$ cat src/rtl/data_ram_arb_pkg.sv
// rtl/data_ram_arb_pkg.sv - shared types, widths and round-robin pick for the data RAM arbiter
package data_ram_arb_pkg;

    typedef enum logic [1:0] {ARB_IDLE, ARB_OWN0, ARB_OWN1} arb_state_t;

    localparam int DRAM_AW = 8;
    localparam int DRAM_DW = 8;

    // Winner among the requesting ports; on a tie the port that did not own last wins.
    function automatic logic rr_pick(input logic [1:0] req, input logic last);
        if (req == 2'b11) begin
            return ~last;
        end
        return req[1];
    endfunction

endpackage

$ cat src/rtl/data_ram_arb_mux.sv
// rtl/data_ram_arb_mux.sv - combinational owner-based selector of RAM address, write-enable and write data
//   sel_i                 owner port index
//   addr0_i / addr1_i     per-port address
//   we_i                  per-port write flag
//   wdata0_i / wdata1_i   per-port write data
//   addr_o, we_o, wdata_o selected port's fields
module data_ram_arb_mux #(
    parameter int AW = 8,
    parameter int DW = 8
) (
    input  logic          sel_i,
    input  logic [AW-1:0] addr0_i,
    input  logic [AW-1:0] addr1_i,
    input  logic [1:0]    we_i,
    input  logic [DW-1:0] wdata0_i,
    input  logic [DW-1:0] wdata1_i,
    output logic [AW-1:0] addr_o,
    output logic          we_o,
    output logic [DW-1:0] wdata_o
);

    always_comb begin
        addr_o  = sel_i ? addr1_i  : addr0_i;
        we_o    = we_i[sel_i];
        wdata_o = sel_i ? wdata1_i : wdata0_i;
    end

endmodule

$ cat src/rtl/data_ram_arbiter.sv
// rtl/data_ram_arbiter.sv - round-robin, lockable arbiter sharing one single-port data RAM between two ports
//   CLK, RESET_N                clock, asynchronous active-low reset
//   req_i/we_i/lock_i[1:0]      per-port request, write flag, keep-ownership flag
//   addr0_i/addr1_i, wdata*_i   per-port address and write data
//   gnt_o[1:0]                  beat accepted this cycle
//   rvalid_o[1:0], rdata_o      registered read response
//   ram_addr_o/ram_we_o/ram_wdata_o, ram_rdata_i   RAM interface
//   Optional (DATA_RAM_ARB_STATS_EN): stat_beats0_o, stat_beats1_o, stat_forced_o
import data_ram_arb_pkg::*;

module data_ram_arbiter #(
    parameter int AW       = DRAM_AW,
    parameter int DW       = DRAM_DW,
    parameter int MAX_HOLD = 4
) (
    input  logic          CLK,
    input  logic          RESET_N,
    input  logic [1:0]    req_i,
    input  logic [1:0]    we_i,
    input  logic [1:0]    lock_i,
    input  logic [AW-1:0] addr0_i,
    input  logic [AW-1:0] addr1_i,
    input  logic [DW-1:0] wdata0_i,
    input  logic [DW-1:0] wdata1_i,
    output logic [1:0]    gnt_o,
    output logic [1:0]    rvalid_o,
    output logic [DW-1:0] rdata_o,
    output logic [AW-1:0] ram_addr_o,
    output logic          ram_we_o,
    output logic [DW-1:0] ram_wdata_o,
    input  logic [DW-1:0] ram_rdata_i
`ifdef DATA_RAM_ARB_STATS_EN
    ,
    output logic [15:0]   stat_beats0_o,
    output logic [15:0]   stat_beats1_o,
    output logic [7:0]    stat_forced_o
`endif
);

    localparam logic [3:0] MAX_HOLD_C = 4'(MAX_HOLD);

    arb_state_t    state_q, state_d;
    logic          rr_last_q, rr_last_d;
    logic [3:0]    hold_cnt_q, hold_cnt_d;
    logic [1:0]    rvalid_q, rvalid_d;
    logic [DW-1:0] rdata_q, rdata_d;
    logic [AW-1:0] ram_addr_q, ram_addr_d;

    logic          owner;
    logic          owning;
    logic          accept;
    logic [3:0]    hold_inc;
    logic          hold_hit;
    logic          forced;
    logic          rel;
    logic [AW-1:0] sel_addr;
    logic          sel_we;
    logic [DW-1:0] sel_wdata;

    assign owning = (state_q != ARB_IDLE);
    assign owner  = (state_q == ARB_OWN1);
    assign gnt_o  = {(state_q == ARB_OWN1) & req_i[1], (state_q == ARB_OWN0) & req_i[0]};
    assign accept = |gnt_o;

    data_ram_arb_mux #(.AW(AW), .DW(DW)) u_mux (
        .sel_i    (owner),
        .addr0_i  (addr0_i),
        .addr1_i  (addr1_i),
        .we_i     (we_i),
        .wdata0_i (wdata0_i),
        .wdata1_i (wdata1_i),
        .addr_o   (sel_addr),
        .we_o     (sel_we),
        .wdata_o  (sel_wdata)
    );

    // The RAM address is held between beats so the read port stays stable.
    assign ram_we_o    = accept & sel_we;
    assign ram_addr_o  = accept ? sel_addr : ram_addr_q;
    assign ram_wdata_o = owning ? sel_wdata : '0;
    assign rvalid_o    = rvalid_q;
    assign rdata_o     = rdata_q;

    always_comb begin
        state_d    = state_q;
        rr_last_d  = rr_last_q;
        hold_cnt_d = hold_cnt_q;
        rvalid_d   = 2'b00;
        rdata_d    = rdata_q;
        ram_addr_d = ram_addr_q;

        hold_inc = (hold_cnt_q >= MAX_HOLD_C) ? MAX_HOLD_C : hold_cnt_q + 4'd1;
        hold_hit = accept && (hold_inc == MAX_HOLD_C);
        // Forced: the hold bound ends ownership that the lock would otherwise keep.
        forced   = hold_hit && lock_i[owner];
        rel      = owning && ((accept && !lock_i[owner]) ||
                              (!req_i[owner] && !lock_i[owner]) ||
                              hold_hit);

        if (accept) begin
            ram_addr_d = sel_addr;
            hold_cnt_d = hold_inc;
            if (!sel_we) begin
                rdata_d         = ram_rdata_i;
                rvalid_d[owner] = 1'b1;
            end
        end

        case (state_q)
            ARB_IDLE: begin
                if (|req_i) begin
                    state_d = rr_pick(req_i, rr_last_q) ? ARB_OWN1 : ARB_OWN0;
                end
            end
            default: begin
                if (rel) begin
                    rr_last_d  = owner;
                    hold_cnt_d = 4'd0;
                    if (req_i[!owner]) begin
                        state_d = owner ? ARB_OWN0 : ARB_OWN1;
                    end else begin
                        state_d = ARB_IDLE;
                    end
                end
            end
        endcase
    end

    always_ff @(posedge CLK or negedge RESET_N) begin
        if (!RESET_N) begin
            state_q    <= ARB_IDLE;
            rr_last_q  <= 1'b1;
            hold_cnt_q <= 4'd0;
            rvalid_q   <= 2'b00;
            rdata_q    <= '0;
            ram_addr_q <= '0;
        end else begin
            state_q    <= state_d;
            rr_last_q  <= rr_last_d;
            hold_cnt_q <= hold_cnt_d;
            rvalid_q   <= rvalid_d;
            rdata_q    <= rdata_d;
            ram_addr_q <= ram_addr_d;
        end
    end

`ifdef DATA_RAM_ARB_STATS_EN
    logic [15:0] stat_beats0_q, stat_beats0_d;
    logic [15:0] stat_beats1_q, stat_beats1_d;
    logic [7:0]  stat_forced_q, stat_forced_d;

    always_comb begin
        stat_beats0_d = stat_beats0_q;
        stat_beats1_d = stat_beats1_q;
        stat_forced_d = stat_forced_q;
        if (gnt_o[0] && (stat_beats0_q != 16'hFFFF)) stat_beats0_d = stat_beats0_q + 16'd1;
        if (gnt_o[1] && (stat_beats1_q != 16'hFFFF)) stat_beats1_d = stat_beats1_q + 16'd1;
        if (forced && (stat_forced_q != 8'hFF))      stat_forced_d = stat_forced_q + 8'd1;
    end

    always_ff @(posedge CLK or negedge RESET_N) begin
        if (!RESET_N) begin
            stat_beats0_q <= '0;
            stat_beats1_q <= '0;
            stat_forced_q <= '0;
        end else begin
            stat_beats0_q <= stat_beats0_d;
            stat_beats1_q <= stat_beats1_d;
            stat_forced_q <= stat_forced_d;
        end
    end

    assign stat_beats0_o = stat_beats0_q;
    assign stat_beats1_o = stat_beats1_q;
    assign stat_forced_o = stat_forced_q;
`endif

endmodule

$ cat config.mk
export PLATFORM = sky130hd
export DESIGN_NAME = data_ram_arbiter
export DESIGN_NICKNAME = d
export VERILOG_FILES = /design/src/rtl/data_ram_arb_pkg.sv /design/src/rtl/data_ram_arb_mux.sv /design/src/rtl/data_ram_arbiter.sv
export SDC_FILE = /design/constraint.sdc
export NUM_CORES = 1
export LEC_CHECK = 0
export ABC_AREA = 1
export CORE_MARGIN = 5
export CORE_UTILIZATION = 38
export CTS_BUF_LIST = sky130_fd_sc_hd__clkbuf_2
export CTS_CLUSTER_DIAMETER = 50
export DETAILED_ROUTE_END_ITERATION = 10
export GPL_TIMING_DRIVEN = 0
export PLACE_DENSITY = 0.81
export RECOVER_POWER = 25
export SLEW_MARGIN = 20
export SYNTH_ARGS = -nofsm -noshare
export SYNTH_HDL_FRONTEND = slang
export SYNTH_SLANG_ARGS = --single-unit
$ cat constraint.sdc
create_clock -name CLK -period 1.7 [get_ports CLK]
set_input_delay 0.17 -clock CLK [delete_from_list [all_inputs] [get_ports CLK]]
set_output_delay 0.17 -clock CLK [all_outputs]
set_load 0.05 [all_outputs]
* Word level (Yosys, flattened, before mapping) *
Index checks and enable logic that the tools add are counted.

operators by class
  add/sub/neg operators = 1
  order comparisons = 4
  equality and inequality tests = 5
  multiplexer cells = 33
  bitwise logic cells = 6
  reduce and logical (&&, ||, !) cells = 18

operators by type and width
  operator                                                                             count
  8-bit 2-to-1 mux                                                                     4
  1-bit 2-to-1 mux                                                                     16
  2-bit 2-to-1 mux                                                                     8
  4-bit 2-to-1 mux                                                                     4
  2-bit AND reduction                                                                  3
  1-bit logical AND                                                                    5
  4-bit by 1-bit adder with 4-bit output, second input constant                        1
  2-bit == test, second input constant                                                 2
  4-bit by 3-bit == test with 1-bit output, second input constant                      1
  4-bit by 3-bit greater-or-equal comparator with 1-bit output, second input constant  1
  1-bit by 2-bit < comparator with 1-bit output, second input constant                 2
  2-bit nonzero test                                                                   2
  2-bit OR reduction                                                                   2
  1-bit AND                                                                            3
  1-bit zero test                                                                      3
  1-bit inverter                                                                       3
  2-bit by 1-bit == test with 1-bit output, second input constant                      1
  2-bit zero test                                                                      1
  1-bit logical OR                                                                     2
  2-bit inequality test, second input constant                                         1
  1-bit demux with 1-bit select                                                        1
  1-bit greater-or-equal comparator, second input constant                             1

word-level totals
  register bits = 25
  input port bits = 48
  output and inout bits = 29
  word-level logic and storage cells = 73

* Depth between registers and ports, before layout *
Gate-level depths: netlist of the first run.

  depth after elaboration = 10
  gate-level depth with buffers = 10
  depth with buffers taken out = 10

* Modules after synthesis *
From an unflattened synthesis of the first run, not the netlist that was laid out.

second synthesis, totals
  cell total of the unflattened synthesis = 189
  area, all modules = 1,481.4 sq um

by module, submodules not included
  module            instances  cells each  area each (sq um)  seq. area each (sq um)
  data_ram_arbiter  1          134         1,226.2            626.9
  data_ram_arb_mux  1          55          255.2              0.0

* Worst setup path before layout of the first run *
No wires, ideal clock.

  kind = register to register
  start = reg state_q[0]
  end = reg ram_addr_q[6]
  library setup time = 224 ps
  data arrival time = 1,789 ps
  path slack = -313 ps
  cell stages (with the launch flop) = 7
  path buffers = 1
  cells stage by stage = dfrtp_1 > inv_2 > nand2_2 > inv_2 > buf_2 > nand2_1 > a31oi_1

on the way
  word-level cells in the longest chain between the ends = 4
  elaborated cells on any way between the ends = 7
  classes of those cells = 2 x eq/ne; 2 x mux; 2 x bitwise; 1 x reduce/logical

RTL lines
  what                                                                              RTL line                                        source
  start, declared                                                                   data_ram_arbiter.sv:42                          arb_state_t state_q, state_d;
  start signal, assigned                                                            data_ram_arbiter.sv:138                         state_q <= state_d;
  2-bit by 1-bit == test with 1-bit output / 2-bit == test (equally long branches)  data_ram_arbiter.sv:62, data_ram_arbiter.sv:61
  1-bit AND                                                                         data_ram_arbiter.sv:62                          assign gnt_o = {(state_q == ARB_OWN1) & req_i[1], (state_q == ARB_OWN0) & req_i[0]};
  2-bit OR reduction                                                                data_ram_arbiter.sv:63                          assign accept = |gnt_o;
  8-bit 2-to-1 mux *                                                                -
  via ram_addr_o[6]                                                                 data_ram_arbiter.sv:28                          output logic [AW-1:0] ram_addr_o,
  end signal, assigned                                                              data_ram_arbiter.sv:143                         ram_addr_q <= ram_addr_d;
  end, declared                                                                     data_ram_arbiter.sv:47                          logic [AW-1:0] ram_addr_q, ram_addr_d;

Mark *: on every way through the listed nets, which the timed path passes. The rest lies on a longest branch.
A chain may end at the register's enable or synchronous reset.

* Worst setup path after layout of the first run *
  start = reg state_q[0]
  end = out ram_addr_o[3]

on the way
  word-level cells in the longest chain between the ends = 4
  elaborated cells on any way between the ends = 7
  classes of those cells = 2 x eq/ne; 2 x mux; 2 x bitwise; 1 x reduce/logical

RTL lines
  what                                                                              RTL line
  2-bit by 1-bit == test with 1-bit output / 2-bit == test (equally long branches)  data_ram_arbiter.sv:62, data_ram_arbiter.sv:61
  1-bit AND                                                                         data_ram_arbiter.sv:62
  2-bit OR reduction                                                                data_ram_arbiter.sv:63
  8-bit 2-to-1 mux *                                                                -
  end, declared                                                                     data_ram_arbiter.sv:28

Mark *: on every way between the ends. The rest lies on a longest branch, timed or not.

==> results.sh, run 1 <==
export IMPL_drt_pass1_iterations=4
export IMPL_final_area_um2=2499
export IMPL_remaining_drc_errors=0
export IMPL_insertion_delay_ps=360
export IMPL_fmax_mhz=513.2
export IMPL_final_cell_mix="nand2_1, clkdlybuf4s50_1, buf_6, dfrtp_1, buf_4"
export IMPL_worst_slew_pin_slew_ps=1369
export IMPL_multi_input_area_um2=716.9
export IMPL_fin_tns_setup_ps=-3051
export IMPL_dp_cells=280
export IMPL_wl_per_cell_um=15.42
export IMPL_dpl_cell_area_um2=2147
export IMPL_period_share=1.146
export IMPL_ys_ff_latch=25
export IMPL_gp_congestion=0.8308
export IMPL_fillers=256
export IMPL_yosysWarnings=0
export IMPL_fin_util=0.7547
export IMPL_yosysSeqAreaShare=0.4883
export IMPL_crit_required_ps=1530
export IMPL_grt_antenna_before_repair=0
export IMPL_setup_slack_ps=-248.5
export IMPL_n_antenna_cell=0
export IMPL_worst_setup_path_end_kind="primary output"
export IMPL_startpoint_type="register"
export IMPL_dr_total_vias=1533
export IMPL_ant_nets=0
export IMPL_min_path_type="input port to register"
export IMPL_grt_pass1_wl_um=7010
export IMPL_yosysUniqueCellTypes=21
export IMPL_die_w_um=68.12
export IMPL_mostFrequentLayoutCell="nand2_1"
export IMPL_cts_root_buf="clkbuf_2"
export IMPL_rsz0062_at_grt="yes"
export IMPL_relSlewSlack=0.08738
export IMPL_drv_cap=0
export IMPL_dieHeight_um=68.12
export IMPL_fin_nets=310
export IMPL_layoutNonFillerInstCount=306
export IMPL_dp_hpwl_um=3077
export IMPL_max_vdd_ir_drop_v=0.001354
export IMPL_cpMostUsedCell="buf_6"
export IMPL_grt_overflow_total=0
export IMPL_clock_sinks=25
export IMPL_crit_chain="inv_4 > nand2_4 > inv_6 > buf_6 > nand2_1 > a31oi_4 > buf_6"
export IMPL_layout_drive_gt1_share=0.3077
export IMPL_cts_buffers=3
export IMPL_critPathKind="register to primary output"
export IMPL_setup_viol=17
export IMPL_core_rowCount=21
export IMPL_min_period_ps=1948
export IMPL_synth_cell_area_um2=1284
export IMPL_ioPinCount=77
export IMPL_initial_core_util=0.3878
export IMPL_vias_per_cell=5.010
export IMPL_syn_avg_cell_area_um2=8.125
export IMPL_cp_max_fo=6
export IMPL_final_setup_skew_ps=3.410
export IMPL_syn_inst=158
export IMPL_seq_area_um2=629.4
export IMPL_drt_initial_drc_count=36
export IMPL_leakagePower_nw=1.213
export IMPL_cts_tree="yes"
export IMPL_grt_max_degree=26
export IMPL_syn_nets=207
export IMPL_track_usage=0.2061
export IMPL_violations="setup timing"
export IMPL_portBuffers=76
export IMPL_crit_slowest_cell="dfrtp_2"
export IMPL_htreeDepth=1
export IMPL_fp_dieArea_um2=4640
export IMPL_clk_pin_slew_ps=240
export IMPL_cts_max_path_buffers=2
export IMPL_slew_violations=0
export IMPL_p_per_area_nw_per_um2=2213
export IMPL_core_area_um2=3311
export IMPL_status="finished with violations"
export IMPL_hold_violations=0
export IMPL_grt_pass1_vias=1610
export IMPL_critPathArrivalTime_ps=1780
export IMPL_area_growth_pct=94.64
export IMPL_slowest_delay_ps=520
export IMPL_routed_wl_um=4718
[synth_stat cells, drive strengths merged]
| master | instances | area [um^2] |
|---|---|---|
| clkbuf | 1 | 3.750 |
| nor2 | 13 | 48.80 |
| dfrtp | 24 | 600.6 |
| a21oi | 2 | 17.52 |
| a22o | 9 | 78.83 |
| nand2 | 57 | 234.0 |
| nand3b | 1 | 7.510 |
| buf | 5 | 36.28 |
| o21ai | 5 | 25.02 |
| ha | 1 | 12.51 |
| a31oi | 8 | 50.05 |
| inv | 14 | 52.55 |
| nand3 | 17 | 90.09 |
| dfstp | 1 | 26.28 |
[power breakdown]
part	switching, W	internal (W)	total (W)
registers	0.000148	0.000854	0.00100
clock network	0.000190	0.0000546	0.000245
logic	0.00263	0.00165	0.00428
total	0.00297	0.00256	0.00553
[timing repair]
action	in CTS	in global routing
hold buffers	1	0
gates resized for setup	163	12
buffers inserted	13	5
cloned	2	1
endpoints found under the setup margin	29	19
hold endpoints to repair	24	0
pin swaps	10	2
[worst max-delay path: cells and delay by family, from the launching register on]
family,cells,cell delay (ps)
flops,1,520
buf+inv,4,510
compound gates,1,200
simple gates,2,180
[final timing paths]
check                                       start                       to  slack, ps  depth (start not counted)
max                        state_q[0]$_DFFE_PN0P_            ram_addr_o[3]       -250                          7
min                                ram_rdata_i[7]   rdata_o[7]$_DFFE_PN0P_        330                          3
max reg2reg                state_q[0]$_DFFE_PN0P_  ram_addr_q[7]$_DFF_PN0_        200                          7
min reg2reg                rdata_o[2]$_DFFE_PN0P_   rdata_o[2]$_DFFE_PN0P_        500                          2
max in group asynchronous                 RESET_N   state_q[0]$_DFFE_PN0P_        230                          2
min in group asynchronous                 RESET_N   state_q[1]$_DFFE_PN0P_        600                          2
[stage by stage]
stage          hold WS (ps)  power, W  setup WS [ps]
2_1_floorplan        -125.6  0.003321         -15.03
3_3_place_gp          452.5  0.004332         -776.0
3_5_place_dp          187.8  0.004383         -791.2
4_1_cts               293.5  0.005222         -179.3
5_1_grt               321.2  0.005796         -291.2
6_report              328.0  0.005529         -248.5
[cells by family after synthesis]
kind of cell               count (synthesis)  synth area share
AOI/OAI and AO/OA                         24            0.1335
adders and majority gates                  1          0.009745
DFF                                       25            0.4883
and+or+nand+nor                           88            0.2963
buffers and inverters                     20           0.07212
[final cells by class]
| class | count | share of cell area |
|---|---|---|
| timing repair buffer | 98 | 0.3791 |
| multi-input combinational | 113 | 0.2869 |
| sequential | 25 | 0.2519 |
| buffer | 6 | 0.02604 |
| inverter | 14 | 0.02404 |
| tap | 46 | 0.02303 |
| clock buffer | 3 | 0.006009 |
| clock inverter | 1 | 0.003005 |
[per-layer routing]
metal,vias up,part of all wire,global-route usage
li1,726,-,-
met1,718,0.34,0.1951
met2,79,0.54,0.3995
met3,10,0.086,0.05747
met4,0,0.028,0.09926
met5,-,0,0
[state kept, by name (all words and copies together) (netlist names)]
| signal | cells |
|---|---|
| hold_cnt_q | 4 |
| ram_addr_q | 8 |
| rdata_o | 8 |
| rr_last_q | 1 |
| rvalid_o | 2 |
| state_q | 2 |
Note: power is estimated with default switching activity, not from simulation.
==> run 2: changes to the inputs <==
CORE_UTILIZATION = 41   (was 38)
PLACE_DENSITY = not set   (was 0.81)
PLACE_DENSITY_LB_ADDON = 0.2   (was not set)
clock period = 2.3 ns   (was 1.7 ns; I/O delays follow)
==> run 2 against run 1 <==
Effect of this change: the flow now finishes without violations; sequential power down 28%; flip-flop and latch count stayed put; utilization is 5.4 points lower; count of clock-buffer cells in the layout unchanged; via count down 11%; hold slack improved by 59 ps; first-iteration DRC count grew 67%; die area decreased by 6.3%; cell count is 6.9% lower; highest routed layer unchanged.
==> results.sh, run 2 (synthesis gave the netlist of run 1 again) <==
export IMPL_status="completed"
export IMPL_final_area_um2=2121
export IMPL_hp_start="ram_rdata_i[3]"
export IMPL_cp_max_fo=4
export IMPL_max_vdd_ir_drop_v=0.001046
export IMPL_crit_required_ps=2070
export IMPL_layout_drive_gt1_share=0.1784
export IMPL_ioPinCount=77
export IMPL_min_period_ps=2204
export IMPL_drt_initial_drc_count=60
export IMPL_crit_chain="inv_2 > nand3_1 > inv_1 > clkdlybuf4s50_1"
export IMPL_min_path_type="input port to register"
export IMPL_setup_viol=0
export IMPL_core_rowCount=20
export IMPL_place_ws_ps=-335.6
export IMPL_p_total_w=0.003263
export IMPL_grt_pass1_vias=1351
export IMPL_crit_slowest_cell="clkdlybuf4s50_1"
export IMPL_drv_cap=0
export IMPL_routed_wl_um=3576
export IMPL_grt_antenna_before_repair=0
export IMPL_cts_root_buf="clkbuf_2"
export IMPL_fmax_mhz=453.8
export IMPL_area_growth_pct=65.20
export IMPL_critPathArrivalTime_ps=1970
export IMPL_grt_pass1_wl_um=5727
export IMPL_final_setup_skew_ps=2.643
export IMPL_leakagePower_nw=1.021
export IMPL_drt_pass1_iterations=4
export IMPL_clock_sinks=25
export IMPL_startpoint="state_q[0]$_DFFE_PN0P_"
export IMPL_initial_core_util=0.4240
export IMPL_rsz0062_at_grt="no"
export IMPL_fp_dieArea_um2=4350
export IMPL_relSlewSlack=0.1140
export IMPL_cts_max_path_buffers=2
export IMPL_slowest_delay_ps=800
export IMPL_cts_buffers=3
export IMPL_holdWs_ps=386.7
export IMPL_gp_congestion=0.8030
export IMPL_grt_max_degree=26
export IMPL_worst_slew_pin_slew_ps=1329
export IMPL_vias_per_cell=4.765
export IMPL_portBuffers=76
export IMPL_p_per_area_nw_per_um2=1539
export IMPL_period_share=0.9581
export IMPL_wl_per_cell_um=12.55
export IMPL_final_cell_mix="clkdlybuf4s50_1, nand2_1, dfrtp_1"
export IMPL_worst_setup_path_end_kind="primary output"
export IMPL_mostFrequentLayoutCell="clkdlybuf4s50_1"
export IMPL_dieHeight_um=65.96
export IMPL_die_w_um=65.96
export IMPL_remaining_drc_errors=0
export IMPL_grt_overflow_total=0
export IMPL_timing_rr_start="hold_cnt_q[0]$_DFF_PN0_"
export IMPL_clk_pin_slew_ps=250
export IMPL_n_antenna_cell=0
export IMPL_dpl_cell_area_um2=2095
export IMPL_dr_total_vias=1358
export IMPL_critPathKind="register to primary output"
export IMPL_layoutNonFillerInstCount=285
export IMPL_htreeDepth=1
export IMPL_slew_violations=0
export IMPL_core_area_um2=3028
export IMPL_dp_hpwl_um=2838
export IMPL_ant_nets=0
export IMPL_track_usage=0.1703
export IMPL_fin_nets=291
export IMPL_cts_tree="yes"
export IMPL_dp_cells=278
export IMPL_setup_slack_ps=96.35
export IMPL_startpoint_type="register"
export IMPL_insertion_delay_ps=360
export IMPL_hold_violations=0
-- run 2: changes by cell type in the layout (fill, tap and decap cells not counted), moves of 6 or more --
cell and delta:
a31oi_1 +8, a31oi_4 -6, buf_4 -8, buf_6 -21, clkdlybuf4s15_2 +6, clkdlybuf4s50_1 +12
dlygate4sd2_1 -10
-- run 2: layout make-up --
type                       count  area (um^2)
timing repair buffer          79        752.0
inverter                      14        52.55
tap                           44        55.05
clock buffer                   3        15.01
multi-input combinational    113        566.8
buffer                         6        42.54
clock inverter                 1        7.507
fill                         257        907.1
sequential                    25        629.4
-- run 2: worst paths after layout --
| check | depth (start not counted) | to | slack [ps] |
|---|---|---|---|
| min in group asynchronous | 2 | hold_cnt_q[0]$_DFF_PN0_ | 640 |
| max reg2reg | 7 | hold_cnt_q[2]$_DFF_PN0_ | 870 |
| min reg2reg | 2 | rr_last_q$_DFFE_PN1P_ | 490 |
| max in group asynchronous | 2 | state_q[0]$_DFFE_PN0P_ | 800 |
| max | 4 | gnt_o[1] | 100 |
| min | 3 | rdata_o[3]$_DFFE_PN0P_ | 390 |
-- run 2: worst max-delay path: cells and delay by family (launching register included) --
kind	cells	cell delay [ps]
simple gates	1	160
buf+inv	3	970
flops	1	480
-- run 2: timing repair --
item / CTS / global route
endpoints found under the setup margin: 17 / 18
hold endpoints to repair: 24 / 0
resized for setup: 75 / 20
setup buffers: 0 / 2
hold buffers: 1 / 0
pin swaps: 0 / 0
-- run 2: power breakdown --
part | internal [W] | switching, W | leakage, nW | total [W]
logic | 0.000747 | 0.00161 | 0.705 | 0.00236
registers | 0.000631 | 0.0000944 | 0.303 | 0.000725
clock network | 0.0000403 | 0.000142 | 0.0126 | 0.000182
total | 0.00142 | 0.00185 | 1.02 | 0.00326
-- run 2: stage by stage --
step	setup TNS, ps	util
5_1_grt	0	0.7004
3_3_place_gp	-2506	0.6934
3_5_place_dp	-2685	0.6917
6_report	0	0.7004
4_1_cts	0	0.6930
2_1_floorplan	0	-
-- run 2: per-layer routing --
layer | wire length, um | global-route usage | vias to the layer above
li1 | - | - | 687
met1 | 1403 | 0.1848 | 610
met2 | 1789 | 0.3179 | 56
met3 | 331 | 0.04592 | 5
met4 | 51 | 0.05330 | 0
met5 | 0 | 0 | -
